--- src/rtl/noise_gen_if.sv ---
// Register/strobe bundle between the APU register file and the noise voice.
// The master modport drives the controls and the slave modport (the voice) returns the sample.
interface noise_gen_if #(
  parameter int unsigned VOL_WIDTH = 4
) ();
  logic                 quarter_frame;
  logic                 half_frame;
  logic                 channel_enable;
  logic [VOL_WIDTH-1:0] volume;
  logic                 constant_volume;
  logic                 length_halt;
  logic [3:0]           timer_select;
  logic                 mode_short;
  logic [4:0]           length_select;
  logic                 reg_event;
  logic [VOL_WIDTH-1:0] noise_out;
  logic                 length_active;

  modport master (
    output quarter_frame, half_frame, channel_enable, volume, constant_volume,
           length_halt, timer_select, mode_short, length_select, reg_event,
    input  noise_out, length_active
  );

  modport slave (
    input  quarter_frame, half_frame, channel_enable, volume, constant_volume,
           length_halt, timer_select, mode_short, length_select, reg_event,
    output noise_out, length_active
  );
endinterface

--- src/rtl/noise_gen.sv ---
// APU noise voice: period timer stepping a Fibonacci LFSR, length counter, registered output.
// Define NOISE_GEN_ENVELOPE_EN to build the envelope/decay unit; otherwise output is constant volume.
module noise_gen #(
  parameter int unsigned LFSR_WIDTH  = 15,
  parameter int unsigned TAP_SHORT   = 6,
  parameter int unsigned TIMER_WIDTH = 12,
  parameter int unsigned VOL_WIDTH   = 4
) (
  input logic        clk,
  input logic        rst_n,
  noise_gen_if.slave bus
);

  logic [TIMER_WIDTH-1:0] w_preset;
  logic [7:0]             w_len_load;
  logic                   w_fb;
  logic [VOL_WIDTH-1:0]   w_level;

  logic [TIMER_WIDTH-1:0] r_timer;
  logic                   r_timer_event;
  logic [LFSR_WIDTH-1:0]  r_lfsr;
  logic [7:0]             r_length;
  logic                   r_length_active;
  logic [VOL_WIDTH-1:0]   r_noise_out;

  always_comb begin
    w_preset = '0;
    case (bus.timer_select)
      4'd0:  w_preset = TIMER_WIDTH'(4);
      4'd1:  w_preset = TIMER_WIDTH'(8);
      4'd2:  w_preset = TIMER_WIDTH'(16);
      4'd3:  w_preset = TIMER_WIDTH'(32);
      4'd4:  w_preset = TIMER_WIDTH'(64);
      4'd5:  w_preset = TIMER_WIDTH'(96);
      4'd6:  w_preset = TIMER_WIDTH'(128);
      4'd7:  w_preset = TIMER_WIDTH'(160);
      4'd8:  w_preset = TIMER_WIDTH'(202);
      4'd9:  w_preset = TIMER_WIDTH'(254);
      4'd10: w_preset = TIMER_WIDTH'(380);
      4'd11: w_preset = TIMER_WIDTH'(508);
      4'd12: w_preset = TIMER_WIDTH'(762);
      4'd13: w_preset = TIMER_WIDTH'(1016);
      4'd14: w_preset = TIMER_WIDTH'(2034);
      default: w_preset = TIMER_WIDTH'(4068);
    endcase
  end

  always_comb begin
    w_len_load = 8'd0;
    case (bus.length_select)
      5'd0:  w_len_load = 8'd10;   5'd1:  w_len_load = 8'd254;
      5'd2:  w_len_load = 8'd20;   5'd3:  w_len_load = 8'd2;
      5'd4:  w_len_load = 8'd40;   5'd5:  w_len_load = 8'd4;
      5'd6:  w_len_load = 8'd80;   5'd7:  w_len_load = 8'd6;
      5'd8:  w_len_load = 8'd160;  5'd9:  w_len_load = 8'd8;
      5'd10: w_len_load = 8'd60;   5'd11: w_len_load = 8'd10;
      5'd12: w_len_load = 8'd14;   5'd13: w_len_load = 8'd12;
      5'd14: w_len_load = 8'd26;   5'd15: w_len_load = 8'd14;
      5'd16: w_len_load = 8'd12;   5'd17: w_len_load = 8'd16;
      5'd18: w_len_load = 8'd24;   5'd19: w_len_load = 8'd18;
      5'd20: w_len_load = 8'd48;   5'd21: w_len_load = 8'd20;
      5'd22: w_len_load = 8'd96;   5'd23: w_len_load = 8'd22;
      5'd24: w_len_load = 8'd192;  5'd25: w_len_load = 8'd24;
      5'd26: w_len_load = 8'd72;   5'd27: w_len_load = 8'd26;
      5'd28: w_len_load = 8'd16;   5'd29: w_len_load = 8'd28;
      5'd30: w_len_load = 8'd32;   default: w_len_load = 8'd30;
    endcase
  end

  // Timer reloads only on zero, so a new timer_select lands at the next reload.
  always_ff @(posedge clk or negedge rst_n) begin
    if (!rst_n) begin
      r_timer       <= '0;
      r_timer_event <= 1'b0;
    end else begin
      r_timer_event <= (r_timer == '0);
      r_timer       <= (r_timer == '0) ? w_preset : r_timer - TIMER_WIDTH'(1);
    end
  end

  assign w_fb = r_lfsr[0] ^ (bus.mode_short ? r_lfsr[TAP_SHORT] : r_lfsr[1]);

  always_ff @(posedge clk or negedge rst_n) begin
    if (!rst_n) begin
      r_lfsr <= LFSR_WIDTH'(1);
    end else if (r_timer_event) begin
      r_lfsr <= {w_fb, r_lfsr[LFSR_WIDTH-1:1]};
    end else if (r_lfsr == '0) begin
      r_lfsr <= LFSR_WIDTH'(1);
    end
  end

  always_ff @(posedge clk or negedge rst_n) begin
    if (!rst_n) begin
      r_length        <= '0;
      r_length_active <= 1'b0;
    end else begin
      r_length_active <= (r_length != '0);
      if (!bus.channel_enable) begin
        r_length <= '0;
      end else if (bus.reg_event) begin
        r_length <= w_len_load;
      end else if (bus.half_frame && (r_length != '0) && !bus.length_halt) begin
        r_length <= r_length - 8'd1;
      end
    end
  end

`ifdef NOISE_GEN_ENVELOPE_EN
  logic                 r_start;
  logic [VOL_WIDTH-1:0] r_divider;
  logic [VOL_WIDTH-1:0] r_decay;

  // A reg_event coinciding with quarter_frame re-arms start for the following quarter frame.
  always_ff @(posedge clk or negedge rst_n) begin
    if (!rst_n) begin
      r_start   <= 1'b0;
      r_divider <= '0;
      r_decay   <= '0;
    end else begin
      if (bus.quarter_frame) begin
        if (r_start) begin
          r_decay   <= '1;
          r_divider <= bus.volume;
        end else if (r_divider != '0) begin
          r_divider <= r_divider - VOL_WIDTH'(1);
        end else begin
          r_divider <= bus.volume;
          if (r_decay != '0)         r_decay <= r_decay - VOL_WIDTH'(1);
          else if (bus.length_halt)  r_decay <= '1;
        end
      end
      if (bus.reg_event)          r_start <= 1'b1;
      else if (bus.quarter_frame) r_start <= 1'b0;
    end
  end

  assign w_level = bus.constant_volume ? bus.volume : r_decay;
`else
  logic w_unused;
  assign w_unused = bus.quarter_frame ^ bus.constant_volume;
  assign w_level  = bus.volume;
`endif

  always_ff @(posedge clk or negedge rst_n) begin
    if (!rst_n) begin
      r_noise_out <= '0;
    end else begin
      r_noise_out <= ((r_length == '0) || r_lfsr[0]) ? '0 : w_level;
    end
  end

  assign bus.noise_out     = r_noise_out;
  assign bus.length_active = r_length_active;

endmodule

--- src/flat_wrapper.sv ---
// flat-port wrapper written by rule: the top's interface ports become plain ports
module noise_gen_flat 
#(
  parameter int unsigned LFSR_WIDTH  = 15,
  parameter int unsigned TAP_SHORT   = 6,
  parameter int unsigned TIMER_WIDTH = 12,
  parameter int unsigned VOL_WIDTH   = 4
)
  (clk, rst_n, bus_quarter_frame, bus_half_frame, bus_channel_enable, bus_volume, bus_constant_volume, bus_length_halt, bus_timer_select, bus_mode_short, bus_length_select, bus_reg_event, bus_noise_out, bus_length_active);
  noise_gen_if #(.VOL_WIDTH(VOL_WIDTH)) bus_i ();
  input logic clk;
  input logic rst_n;
  input wire logic [$bits(bus_i.quarter_frame)-1:0] bus_quarter_frame;
  input wire logic [$bits(bus_i.half_frame)-1:0] bus_half_frame;
  input wire logic [$bits(bus_i.channel_enable)-1:0] bus_channel_enable;
  input wire logic [$bits(bus_i.volume)-1:0] bus_volume;
  input wire logic [$bits(bus_i.constant_volume)-1:0] bus_constant_volume;
  input wire logic [$bits(bus_i.length_halt)-1:0] bus_length_halt;
  input wire logic [$bits(bus_i.timer_select)-1:0] bus_timer_select;
  input wire logic [$bits(bus_i.mode_short)-1:0] bus_mode_short;
  input wire logic [$bits(bus_i.length_select)-1:0] bus_length_select;
  input wire logic [$bits(bus_i.reg_event)-1:0] bus_reg_event;
  output wire logic [$bits(bus_i.noise_out)-1:0] bus_noise_out;
  output wire logic [$bits(bus_i.length_active)-1:0] bus_length_active;
  assign bus_i.quarter_frame = bus_quarter_frame;
  assign bus_i.half_frame = bus_half_frame;
  assign bus_i.channel_enable = bus_channel_enable;
  assign bus_i.volume = bus_volume;
  assign bus_i.constant_volume = bus_constant_volume;
  assign bus_i.length_halt = bus_length_halt;
  assign bus_i.timer_select = bus_timer_select;
  assign bus_i.mode_short = bus_mode_short;
  assign bus_i.length_select = bus_length_select;
  assign bus_i.reg_event = bus_reg_event;
  assign bus_noise_out = bus_i.noise_out;
  assign bus_length_active = bus_i.length_active;
  noise_gen #(.LFSR_WIDTH(LFSR_WIDTH), .TAP_SHORT(TAP_SHORT), .TIMER_WIDTH(TIMER_WIDTH), .VOL_WIDTH(VOL_WIDTH)) u_core (.clk(clk), .rst_n(rst_n), .bus(bus_i));
endmodule
--- config.mk ---
export PLATFORM = sky130hd
export DESIGN_NAME = noise_gen_flat
export DESIGN_NICKNAME = d
export VERILOG_FILES = /design/src/rtl/noise_gen_if.sv /design/src/rtl/noise_gen.sv /design/src/flat_wrapper.sv
export SDC_FILE = /design/constraint.sdc
export NUM_CORES = 1
export LEC_CHECK = 0
export ABC_AREA = 1
export BUFFER_PORTS_ARGS = -buffer_cell sky130_fd_sc_hd__buf_4
export CAP_MARGIN = 20
export CORE_ASPECT_RATIO = 1.75
export CORE_UTILIZATION = 63
export CTS_BUF_LIST = sky130_fd_sc_hd__clkbuf_8 sky130_fd_sc_hd__clkbuf_16
export DETAILED_ROUTE_END_ITERATION = 7
export PLACE_DENSITY = 0.95
export SLEW_MARGIN = 20
export SYNTH_ARGS = -nofsm -noshare
export SYNTH_HDL_FRONTEND = slang
export SYNTH_SLANG_ARGS = --single-unit
--- constraint.sdc ---
create_clock -name clk -period 2 [get_ports clk]
set_input_delay 0.4 -clock clk [delete_from_list [all_inputs] [get_ports clk]]
set_output_delay 0.4 -clock clk [all_outputs]
set_load 0.05 [all_outputs]
==> summary.txt, run 1 <==
Placed design
  • Dpl ws: about 0.26 ns
  • IO Port Bufs: 24
  • Post-DP Area: ~0.0028 sq mm
  • Hpwl dp: about 4400 um
  • Gpl congestion: about 0.89
  • Dpl cells: approximately 420

Layout
  • Area grow syn2layout: 14.1%
  • Inserted Diodes: 0
  • Final Non-Filler Cells: 424
  • Final Instance Area: roughly 0.0029 sq mm
  • Layout Nets: approximately 400
  • Fin util: 0.754
  • Share of layout cells above drive strength 1: 0.165
  • Commonest non-fill, non-tap cell in the layout: nand2_1
  • Most frequent cells in the layout: 73 x nand2_1, 54 x inv_1, 41 x nand3_1

Logic synthesis
  • Top FF cell, synth: dfrtp_1
  • Synth Cell Area: ~0.0026 sq mm
  • Avg Inst Size Synth: between 7 and 8 sq um
  • Register area share after synthesis: 0.399
  • Post-synthesis net count: between 300 and 400
  • Combinational family with the most area after synthesis: simple AND/OR/NAND/NOR gates
  • Adder-cell share of the synthesized area: 0.0437
  • #FFs+latches synth: a little over 40
  • Post-synthesis simple-gate area fraction: 0.307
  • Area fraction in compound gates after synthesis: 0.132
  • Number of distinct library cells after synthesis: 37
  • Syn Inst Count: between 300 and 400
  • Post-synthesis mux area share: 0
  • Number of flops mapped to enable cells by yosys: 0
  • FFs w/ async S/R, synth: 1.00
  • Number of synthesis warnings: 0
  • Post-Synth XOR/XNOR Area: 0.0204

Setup path
  • Critical R2R Launch: u_core.r_length[0]
  • CP Launch Point: u_core.r_length[0]
  • Worst-path fanout max: 10
  • Critical Path Stages: 9
  • WP buf/inv: 1
  • Crit path cell chain: inv_1 -> ha_1 -> nand2_1 -> nor2_2 -> nand2_4 -> nand2_4 -> nand2_1 -> nand3_1 -> o21ai_1
  • CP Class: flop to flop
  • Slowest cell on the critical path: dfrtp_1
  • CP max stage delay: ~0.4 ns
  • Req. time, crit path: ~2.2 ns
  • Reg-to-reg critical path endpoint: u_core.r_length[7]
  • CP arrival: about 1.8 ns
  • Startpoint Class: flop
  • Reg2reg path depth: 9
  • Crit path to: u_core.r_length[7]
  • Setup crit end kind: flop
  • Top delay family on crit path: simple AND/OR/NAND/NOR gates
  • Flop2flop setup slack: between 0.3 and 0.4 ns

Clock tree
  • Clk_lat worst skew: roughly 0.30 ns
  • Clock Tree Buf Depth: 2
  • H-tree depth: 2
  • Root Driver: clkbuf_8
  • Cts repair resizes: 0
  • Register clock-pin slew on the reported worst setup and hold paths: approximately 0.09 ns
  • CTS Hold Bufs: 0
  • CTS tree: built
  • CTS sink cnt: between 40 and 50
  • Post-CTS setup buffer count: 0
  • Num CTS Buffers: 5

Floorplan
  • Die height: 86.6 um
  • Core Region: between 0.003 and 0.004 sq mm
  • Initial Utilization: 0.660
  • Die width: around 50 um
  • Top-Level Pins: 27
  • # rows: 30
  • Total Die Area: about 0.0044 sq mm

Timing
  • Final Critical Period: approximately 1.6 ns
  • Max Clock Freq: 609 MHz
  • Clk_skew: approximately 0.0047 ns
  • Actual slew at the worst max-slew pin: ~0.54 ns
  • Fin. max-slew vios: 0
  • Period utilization: 0.821
  • WHS: approximately 0.07 ns
  • Final setup fails: 0
  • Fin worst setup slack: 0.358 ns
  • Final Hold Fails: 0
  • Setup_tns: 0 ns
  • RSZ-0062 raised after global routing: no
  • Slew headroom: 0.640

Routing
  • Vias per std cell: 5.67
  • Initial DRC Count: 78
  • Routed WL: between 5000 and 6000 um
  • WL/cell: 13.9 um
  • Routed via count: 2404
  • Drt first pass iters: 4
  • Routed Antenna Nets: 0
  • Drt drc: 0

Global route
  • Vias in the first global route: between 2000 and 2500
  • Overall Global Routing Usage: 0.295
  • Largest net degree at the start of global routing: 42
  • GR Overflow Total: 0
  • Initial antenna violation count: 0
  • First-pass GRT wire length: between 9000 and 10000 um

Power
  • Leak pwr: around 1.5 nW
  • Total Power: around 2.2 mW
  • Power Density: ~750 mW/mm^2
  • Peak supply drop: slightly above 0.0006 V

Hold path
  • Hold Path Class: primary input to asynchronous set/reset pin

Flow run
  • Max Cap Viol: 0

Status
  • Outcome: complete, no violations
-- layout make-up --
type / instances / area, sq um
inverter: 60 / 231
clock inverter: 3 / 68.8
clock buffer: 5 / 68.8
timing repair buffer: 25 / 188
sequential: 41 / 1030
multi-input combinational: 242 / 1300
tap: 48 / 60.1
fill: 285 / 962
-- cells by family after synthesis --
logic type,Yosys count
and+or+nand+nor,171
buffers and inverters,64
AOI/OAI and AO/OA,56
DFF,41
adders and majority gates,9
xor gates and xnor gates,6
-- worst min path at each step --
stage / cells past startpoint / startpoint / to / slack (ns)
after floorplan: 0 / rst_n / u_core.bus.length_active / 0.10
after global placement: 1 / rst_n / u_core.bus.noise_out[1] / 0.40
after detailed placement: 1 / rst_n / u_core.bus.noise_out[0] / 0.41
after CTS: 1 / rst_n / u_core.r_lfsr[1] / 0.09
after global routing: 1 / rst_n / u_core.bus.noise_out[1] / 0.10
final: 1 / rst_n / u_core.bus.noise_out[2] / 0.07
-- power breakdown --
group | switching [mW] | internal [mW]
Sequential | 0.0395 | 0.877
Clock | 0.314 | 0.503
Combinational | 0.308 | 0.153
Total | 0.661 | 1.53
-- worst register-to-register path: cells and delay by family, from the launching register on --
| family | cells | cell delay (ns) |
|---|---|---|
| and+or+nand+nor | 6 | 0.72 |
| DFF | 1 | 0.39 |
| adders and majority gates | 1 | 0.26 |
| buffers and inverters | 1 | 0.12 |
| AOI/OAI and AO/OA | 1 | 0.06 |
-- registers in the layout, indices dropped and copies added (netlist names) --
register                  flops
u_core.r_lfsr                15
u_core.r_timer               12
u_core.r_length               8
u_core.bus.noise_out          4
u_core.bus.length_active      1
u_core.r_timer_event          1
-- Yosys cell counts (2+ instances only) --
cell type,number,area share
buf_2,2,0.0039
a21oi_1,10,0.019
nand2_4,4,0.017
ha_1,9,0.044
o22ai_1,12,0.029
inv_1,54,0.079
o21ai_1,5,0.0097
xor2_1,3,0.010
nand2_1,73,0.11
nor2_1,32,0.047
nand2_2,3,0.0073
o21ai_2,3,0.010
inv_2,4,0.0058
xnor2_1,3,0.010
nand4_1,7,0.017
o21ai_0,18,0.035
dfrtp_1,40,0.39
nand3_1,41,0.080
nor2_2,6,0.015
-- metal layers --
metal  GRT usage  vias to the layer above  wire length, um
li1            -                     1176                -
met1       0.265                     1141             2050
met2       0.619                       71             3510
met3      0.0386                       16              192
met4       0.111                        0              161
met5           0                        -                0
Note: power is estimated with default switching activity, not from simulation.
==> run 2, diff against run 1 <==
Settings changed: ABC_AREA 1 to 0, CORE_UTILIZATION 63 to 53, PLACE_DENSITY 0.95 to 0.87.
Clock period 2 ns to 1.3 ns, I/O delays scaled along.
==> run 2 against run 1 <==
Against the previous run: global-route usage is 5.7 points higher; the run now ends with negative setup slack left; critical path type unchanged; wire length rose by 40%; register-to-register slack worse by 0.92 ns; critical path depth down 4; synthesized cell count decreased by 31%; combinational power increased by 65%; clock power is 57% higher.
==> summary.txt, run 2 <==
Timing
  • Clk_skew: ~0.018 ns
  • Fin worst setup slack: -0.560 ns
  • Slew headroom: 0.587
  • Actual slew at the worst max-slew pin: between 0.6 and 0.7 ns
  • Final Critical Period: about 1.9 ns
  • RSZ-0062 raised after global routing: yes
  • Period utilization: 1.43
  • Fin. max-slew vios: 0
  • WHS: about 0.21 ns
  • Final Hold Fails: 0
  • Max Clock Freq: 537 MHz
  • Final setup fails: 26

Routing
  • Drt drc: 0
  • Routed Antenna Nets: 0
  • Routed via count: roughly 2500
  • Initial DRC Count: 87
  • Vias per std cell: 6.38
  • Drt first pass iters: 5
  • WL/cell: 21.2 um
  • Routed WL: a little over 8000 um

Logic synthesis
  • Register area share after synthesis: 0.426
  • Number of flops mapped to enable cells by yosys: 0
  • Post-synthesis net count: roughly 270
  • #FFs+latches synth: between 40 and 50
  • Synth Cell Area: about 0.0024 sq mm
  • Avg Inst Size Synth: slightly above 10 sq um
  • Top FF cell, synth: dfrtp_1
  • Post-synth top cells: 40 x dfrtp_1, 16 x nor2_1, 14 x inv_1, 13 x mux2_2
  • FFs w/ async S/R, synth: 1.00
  • Number of synthesis warnings: 0
  • Synth area leader: dfrtp_1
  • Top cell type's share of synthesized area: 0.415
  • Syn Inst Count: 240
  • Number of distinct library cells after synthesis: 54
  • Area contributors post-synth: dfrtp_1 41%, mux2_2 6.1%, ha_1 4.7%, nor2_1 2.5%, inv_1 2.2%
  • Count leader, synth: dfrtp_1

Status
  • Failing checks: negative setup slack
  • Outcome: complete, but fails checks

Global route
  • Vias in the first global route: ~2600
  • GR Overflow Total: 0
  • Initial antenna violation count: 0
  • Overall Global Routing Usage: 0.352
  • First-pass GRT wire length: between 10000 and 15000 um
  • Largest net degree at the start of global routing: 42

Layout
  • Largest Register: u_core.r_lfsr
  • Commonest non-fill, non-tap cell in the layout: buf_4
  • Max FFs per register: 15
  • Top flop regs: u_core.r_lfsr (15), u_core.r_timer (12), u_core.r_length (8)
  • Area grow syn2layout: 54.7%
  • Fillers: between 200 and 250
  • Share of layout cells above drive strength 1: 0.527
  • Most frequent cells in the layout: 88 x buf_4, 39 x dfrtp_1, 12 x nor2_1, 12 x mux2_2, 10 x buf_6
  • Layout Nets: between 300 and 400
  • Inserted Diodes: 0

Clock tree
  • Clk_lat worst skew: 0.32 ns
  • Root Driver: clkbuf_8
  • Num CTS Buffers: 5
  • H-tree depth: 2
  • CTS tree: built
  • Clock Tree Buf Depth: 2
  • Register clock-pin slew on the reported worst setup and hold paths: 0.09 ns
  • CTS sink cnt: 41

Placed design
  • Hpwl dp: between 4000 and 5000 um
  • IO Port Bufs: 24
  • Gpl congestion: ~0.84

Floorplan
  • Die width: 53.0 um
  • # rows: 32
  • Core Region: around 0.0044 sq mm
  • Initial Utilization: 0.548
  • Total Die Area: 0.00484 sq mm
  • Top-Level Pins: 27
  • Die height: a little over 90 um

Flow run
  • Max Cap Viol: 0

Power
  • Peak supply drop: about 0.0011 V
  • Leak pwr: between 1.5 and 2 nW
  • Total Power: ~3.4 mW
  • Power Density: 900 mW/mm^2

Setup path
  • CP arrival: 2.06 ns
  • CP Class: flop to flop
  • Slowest cell on the critical path: nor4b_1
  • Req. time, crit path: roughly 1.5 ns
  • Crit path cell chain: buf_4 -> nor4b_1 -> o311ai_4 -> xor2_2 -> o22ai_1
  • Setup crit end kind: flop
  • Worst-path fanout max: 6
  • CP max stage delay: 0.57 ns
  • Startpoint Class: flop

Hold path
  • Hold Path Class: primary input to flop
## run 2: changes by cell type in the layout (fill, tap and decap cells not counted), moves of 20 or more
cell	before	now
buf_4	25	88
nor2_1	32	12
nand2_1	73	9
nand3_1	41	5
inv_1	54	8
## run 2: critical path: cells and delay by family, from the launching register on
| kind | cells | cell delay [ns] |
|---|---|---|
| and+or+nand+nor | 1 | 0.57 |
| DFF | 1 | 0.42 |
| AOI/OAI and AO/OA | 2 | 0.32 |
| xor gates and xnor gates | 1 | 0.23 |
| buffers and inverters | 1 | 0.18 |
## run 2: kinds of logic (layout without fill, tap and decap cells)
| family | after synthesis | after routing | synth area share |
|---|---|---|---|
| mux | 17 | 17 | 0.0772 |
| flops | 41 | 41 | 0.426 |
| compound gates | 59 | 59 | 0.172 |
| fa+ha+maj | 10 | 10 | 0.0508 |
| simple gates | 79 | 80 | 0.191 |
| xor+xnor | 10 | 10 | 0.0363 |
| buf+inv | 24 | 121 | 0.0467 |
## run 2: final timing paths
| kind | from | endpoint | slack (ns) | cells past startpoint |
|---|---|---|---|---|
| worst max-delay path | u_core.r_length[2] | u_core.r_length[4] | -0.56 | 5 |
| worst min-delay path | bus_volume[2] | u_core.bus.noise_out[2] | 0.21 | 2 |
| worst max register to register | u_core.r_length[2] | u_core.r_length[4] | -0.56 | 5 |
| worst min register to register | u_core.r_lfsr[12] | u_core.r_lfsr[12] | 0.57 | 1 |
| max in group asynchronous | rst_n | u_core.r_length[2] | 0.46 | 2 |
| min in group asynchronous | rst_n | u_core.r_timer_event | 0.46 | 2 |
## run 2: metal layers
layer | vias up | track usage | part of all wire
met3 | 46 | 0.0871 | 0.053
met2 | 128 | 0.618 | 0.54
met1 | 1219 | 0.339 | 0.35
li1 | 1090 | - | -
met4 | 0 | 0.232 | 0.055
met5 | - | 0 | 0
## run 2: report_power, final
group | internal (mW) | switching, mW | total [mW]
clock network | 0.773 | 0.509 | 1.28
logic | 0.347 | 0.411 | 0.757
registers | 1.30 | 0.0225 | 1.32
total | 2.42 | 0.942 | 3.36
## run 2: area by class of cell
class	instances	area [sq um]	share of cell area
clock buffers	5	68.8	0.0184
clock inverters	3	68.8	0.0184
inverters	14	72.6	0.0194
multi-input cells	176	1650	0.441
flip-flops and latches	41	1030	0.275
well taps	51	63.8	0.0171
repair buffers	99	783	0.210
## run 2: timing repair
item                                    4_1_cts  5_1_grt
hold buffers                                  1        0
pin swaps                                    12       15
buffers inserted                             11        7
gates resized for setup                      38       27
endpoints found under the setup margin       27       30
endpoints found under the hold margin        40        0
cloned                                        1        1
## run 2: per-stage QoR
| step | worst slack (ns) | cell area, sq um | TNS, ns | cells | util |
|---|---|---|---|---|---|
| final | -0.560 | 3730 | -9.55 | 389 | 0.848 |
| after global routing | -0.593 | 3730 | -10.77 | 389 | 0.848 |
| after CTS | -0.459 | 3540 | -8.01 | 381 | 0.805 |
| after detailed placement | -0.450 | 3130 | -8.34 | 361 | 0.710 |
| after global placement | -0.414 | 3130 | -7.50 | 361 | 0.710 |
| after floorplan | -0.517 | 2520 | -6.86 | 240 | - |
==> run 3, diff against run 2 <==
Settings changed: CORE_MARGIN set to 2, MAX_ROUTING_LAYER set to met4.
==> run 3 against run 2 <==
Against the previous run: the run still ends with negative setup slack left; register-to-register slack gained 0.07 ns; critical path depth is 1 lower; clock power barely moved; power is 1.8% lower; wire length decreased by 3.9%; maximum frequency is 4.1% higher; global-route usage fell by 3.4 points.
==> summary.txt, run 3 (same netlist as run 2, synthesis figures left out) <==
Global route
  • GR Overflow Total: 0
  • First-pass GRT wire length: around 11000 um
  • Vias in the first global route: about 2400
  • Overall Global Routing Usage: 0.318
  • Largest net degree at the start of global routing: 42
  • Initial antenna violation count: 0

Setup path
  • Req. time, crit path: roughly 1.5 ns
  • CP Class: flop to flop
  • Worst-path fanout max: 2
  • CP arrival: slightly below 2 ns
  • Setup crit end kind: flop
  • Startpoint Class: flop

Power
  • Cell Int Power: roughly 2.4 mW
  • Net Sw Frac: 0.272
  • Power share of the sequential group: 0.400
  • Comb power frac: 0.214
  • Leak pwr: about 1.6 nW
  • Clock network fraction of total power: 0.386
  • Peak supply drop: about 0.0011 V
  • NetSw: 898 uW
  • Power Density: approximately 920 mW/mm^2

Placed design
  • Hpwl dp: roughly 4300 um
  • Dpl cells: about 350
  • Post-DP Area: 0.00307 sq mm
  • Gpl congestion: between 0.9 and 1
  • Dpl ws: -0.443 ns
  • IO Port Bufs: 24

Hold path
  • Hold Path Class: primary input to flop

Floorplan
  • Die width: between 50 and 60 um
  • Core Region: 0.00440 sq mm
  • Total Die Area: 0.00513 sq mm
  • Die height: approximately 93 um
  • Initial Utilization: 0.548
  • # rows: 32
  • Top-Level Pins: 27

Routing
  • Vias per std cell: 6.28
  • Drt first pass iters: 4
  • Routed WL: approximately 8000 um
  • Initial DRC Count: roughly 100
  • Drt drc: 0
  • Routed via count: 2374
  • WL/cell: about 21 um
  • Routed Antenna Nets: 0

Layout
  • Inserted Diodes: 0
  • Area grow syn2layout: 48.7%
  • Final Instance Area: roughly 0.0036 sq mm
  • Commonest non-fill, non-tap cell in the layout: buf_4
  • Fillers: between 200 and 250
  • Share of layout cells above drive strength 1: 0.495
  • Top flop regs: u_core.r_lfsr (15), u_core.r_timer (12), u_core.r_length (8)
  • Layout Nets: around 360
  • Most frequent cells in the layout: 80 x buf_4, 37 x dfrtp_1, 13 x nor2_1
  • Final Non-Filler Cells: 378
  • Largest Register: u_core.r_lfsr
  • Max FFs per register: 15

Flow run
  • Max Cap Viol: 0

Timing
  • Actual slew at the worst max-slew pin: ~0.54 ns
  • Slew headroom: 0.643
  • Final Critical Period: roughly 1.8 ns
  • RSZ-0062 raised after global routing: yes
  • Final setup fails: 26
  • Setup_tns: -9.00 ns
  • Max Clock Freq: 560 MHz
  • Period utilization: 1.37
  • Clk_skew: 0.0111 ns
  • Final Hold Fails: 0
  • Fin. max-slew vios: 0
  • Fin worst setup slack: -0.487 ns

Clock tree
  • CTS tree: built
  • Clk_lat worst skew: 0.31 ns
  • CTS sink cnt: 41
  • Clock Tree Buf Depth: 2
  • Num CTS Buffers: 5
  • Register clock-pin slew on the reported worst setup and hold paths: 0.09 ns
  • Root Driver: clkbuf_8
  • H-tree depth: 2

Status
  • Failing checks: negative setup slack
  • Outcome: complete, but fails checks
==> run 3: cell types whose count changed in the layout (fill, tap and decap cells not counted), sizes merged <==
cell | previous run | this run
buf | 98 | 88
nand3 | 9 | 8
==> run 3: metrics by stage <==
step           power [mW]  hold slack (ns)   util
2_1_floorplan        1.61          -0.0356      -
3_3_place_gp         1.85            0.260  0.696
3_5_place_dp         1.87            0.267  0.696
4_1_cts              3.20            0.207  0.782
5_1_grt              3.39            0.222  0.815
6_report             3.30            0.220  0.815
==> run 3: power groups by stage <==
stage	Combinational [mW]	Sequential, mW	Clock (mW)
6_report	0.705	1.32	1.28
3_5_place_dp	0.531	1.34	0
2_1_floorplan	0.238	1.37	0
5_1_grt	0.749	1.32	1.32
3_3_place_gp	0.512	1.34	0
4_1_cts	0.624	1.32	1.26
==> run 3: path summary, 6_finish.rpt <==
kind                                     from                      end  slack, ns  depth (start not counted)
min reg2reg                 u_core.r_timer[0]        u_core.r_timer[0]       0.54                          1
max in group asynchronous               rst_n       u_core.r_length[2]       0.44                          2
min                             bus_volume[0]  u_core.bus.noise_out[0]       0.22                          2
min in group asynchronous               rst_n        u_core.r_timer[4]       0.47                          2
max reg2reg                u_core.r_length[3]       u_core.r_length[7]      -0.49                          4
max                        u_core.r_length[3]       u_core.r_length[7]      -0.49                          4
==> run 3: repair_timing <==
item / 4_1_cts / 5_1_grt
gates cloned: 1 / 0
hold buffers: 1 / 0
buffers inserted: 9 / 8
resized for setup: 30 / 21
pin swaps: 11 / 12
endpoints found under the setup margin: 29 / 37
endpoints found under the hold margin: 40 / 0
==> run 3: final cells by class <==
| cell class | instances | area, sq um | share of cell area |
|---|---|---|---|
| sequential | 41 | 1030 | 0.287 |
| clock inverter | 3 | 68.8 | 0.0192 |
| inverter | 14 | 72.6 | 0.0202 |
| tap | 51 | 63.8 | 0.0178 |
| clock buffer | 5 | 68.8 | 0.0192 |
| timing repair buffer | 89 | 694 | 0.193 |
| multi-input combinational | 175 | 1590 | 0.443 |
==> run 3: critical path, cell delays in order, from the launching register on <==
cell	delay [ns]
dfrtp_1	0.40
or4_4	0.57
nor3_4	0.18
mux2_4	0.32
o211a_1	0.21
==> run 3: per-layer routing <==
layer  routed length, um  track usage  vias to the layer above
met5                   0            -                        -
met4                 399        0.159                        0
met3                 250       0.0495                       33
met2                4330        0.542                       88
met1                2950        0.340                     1194
li1                    -            -                     1059
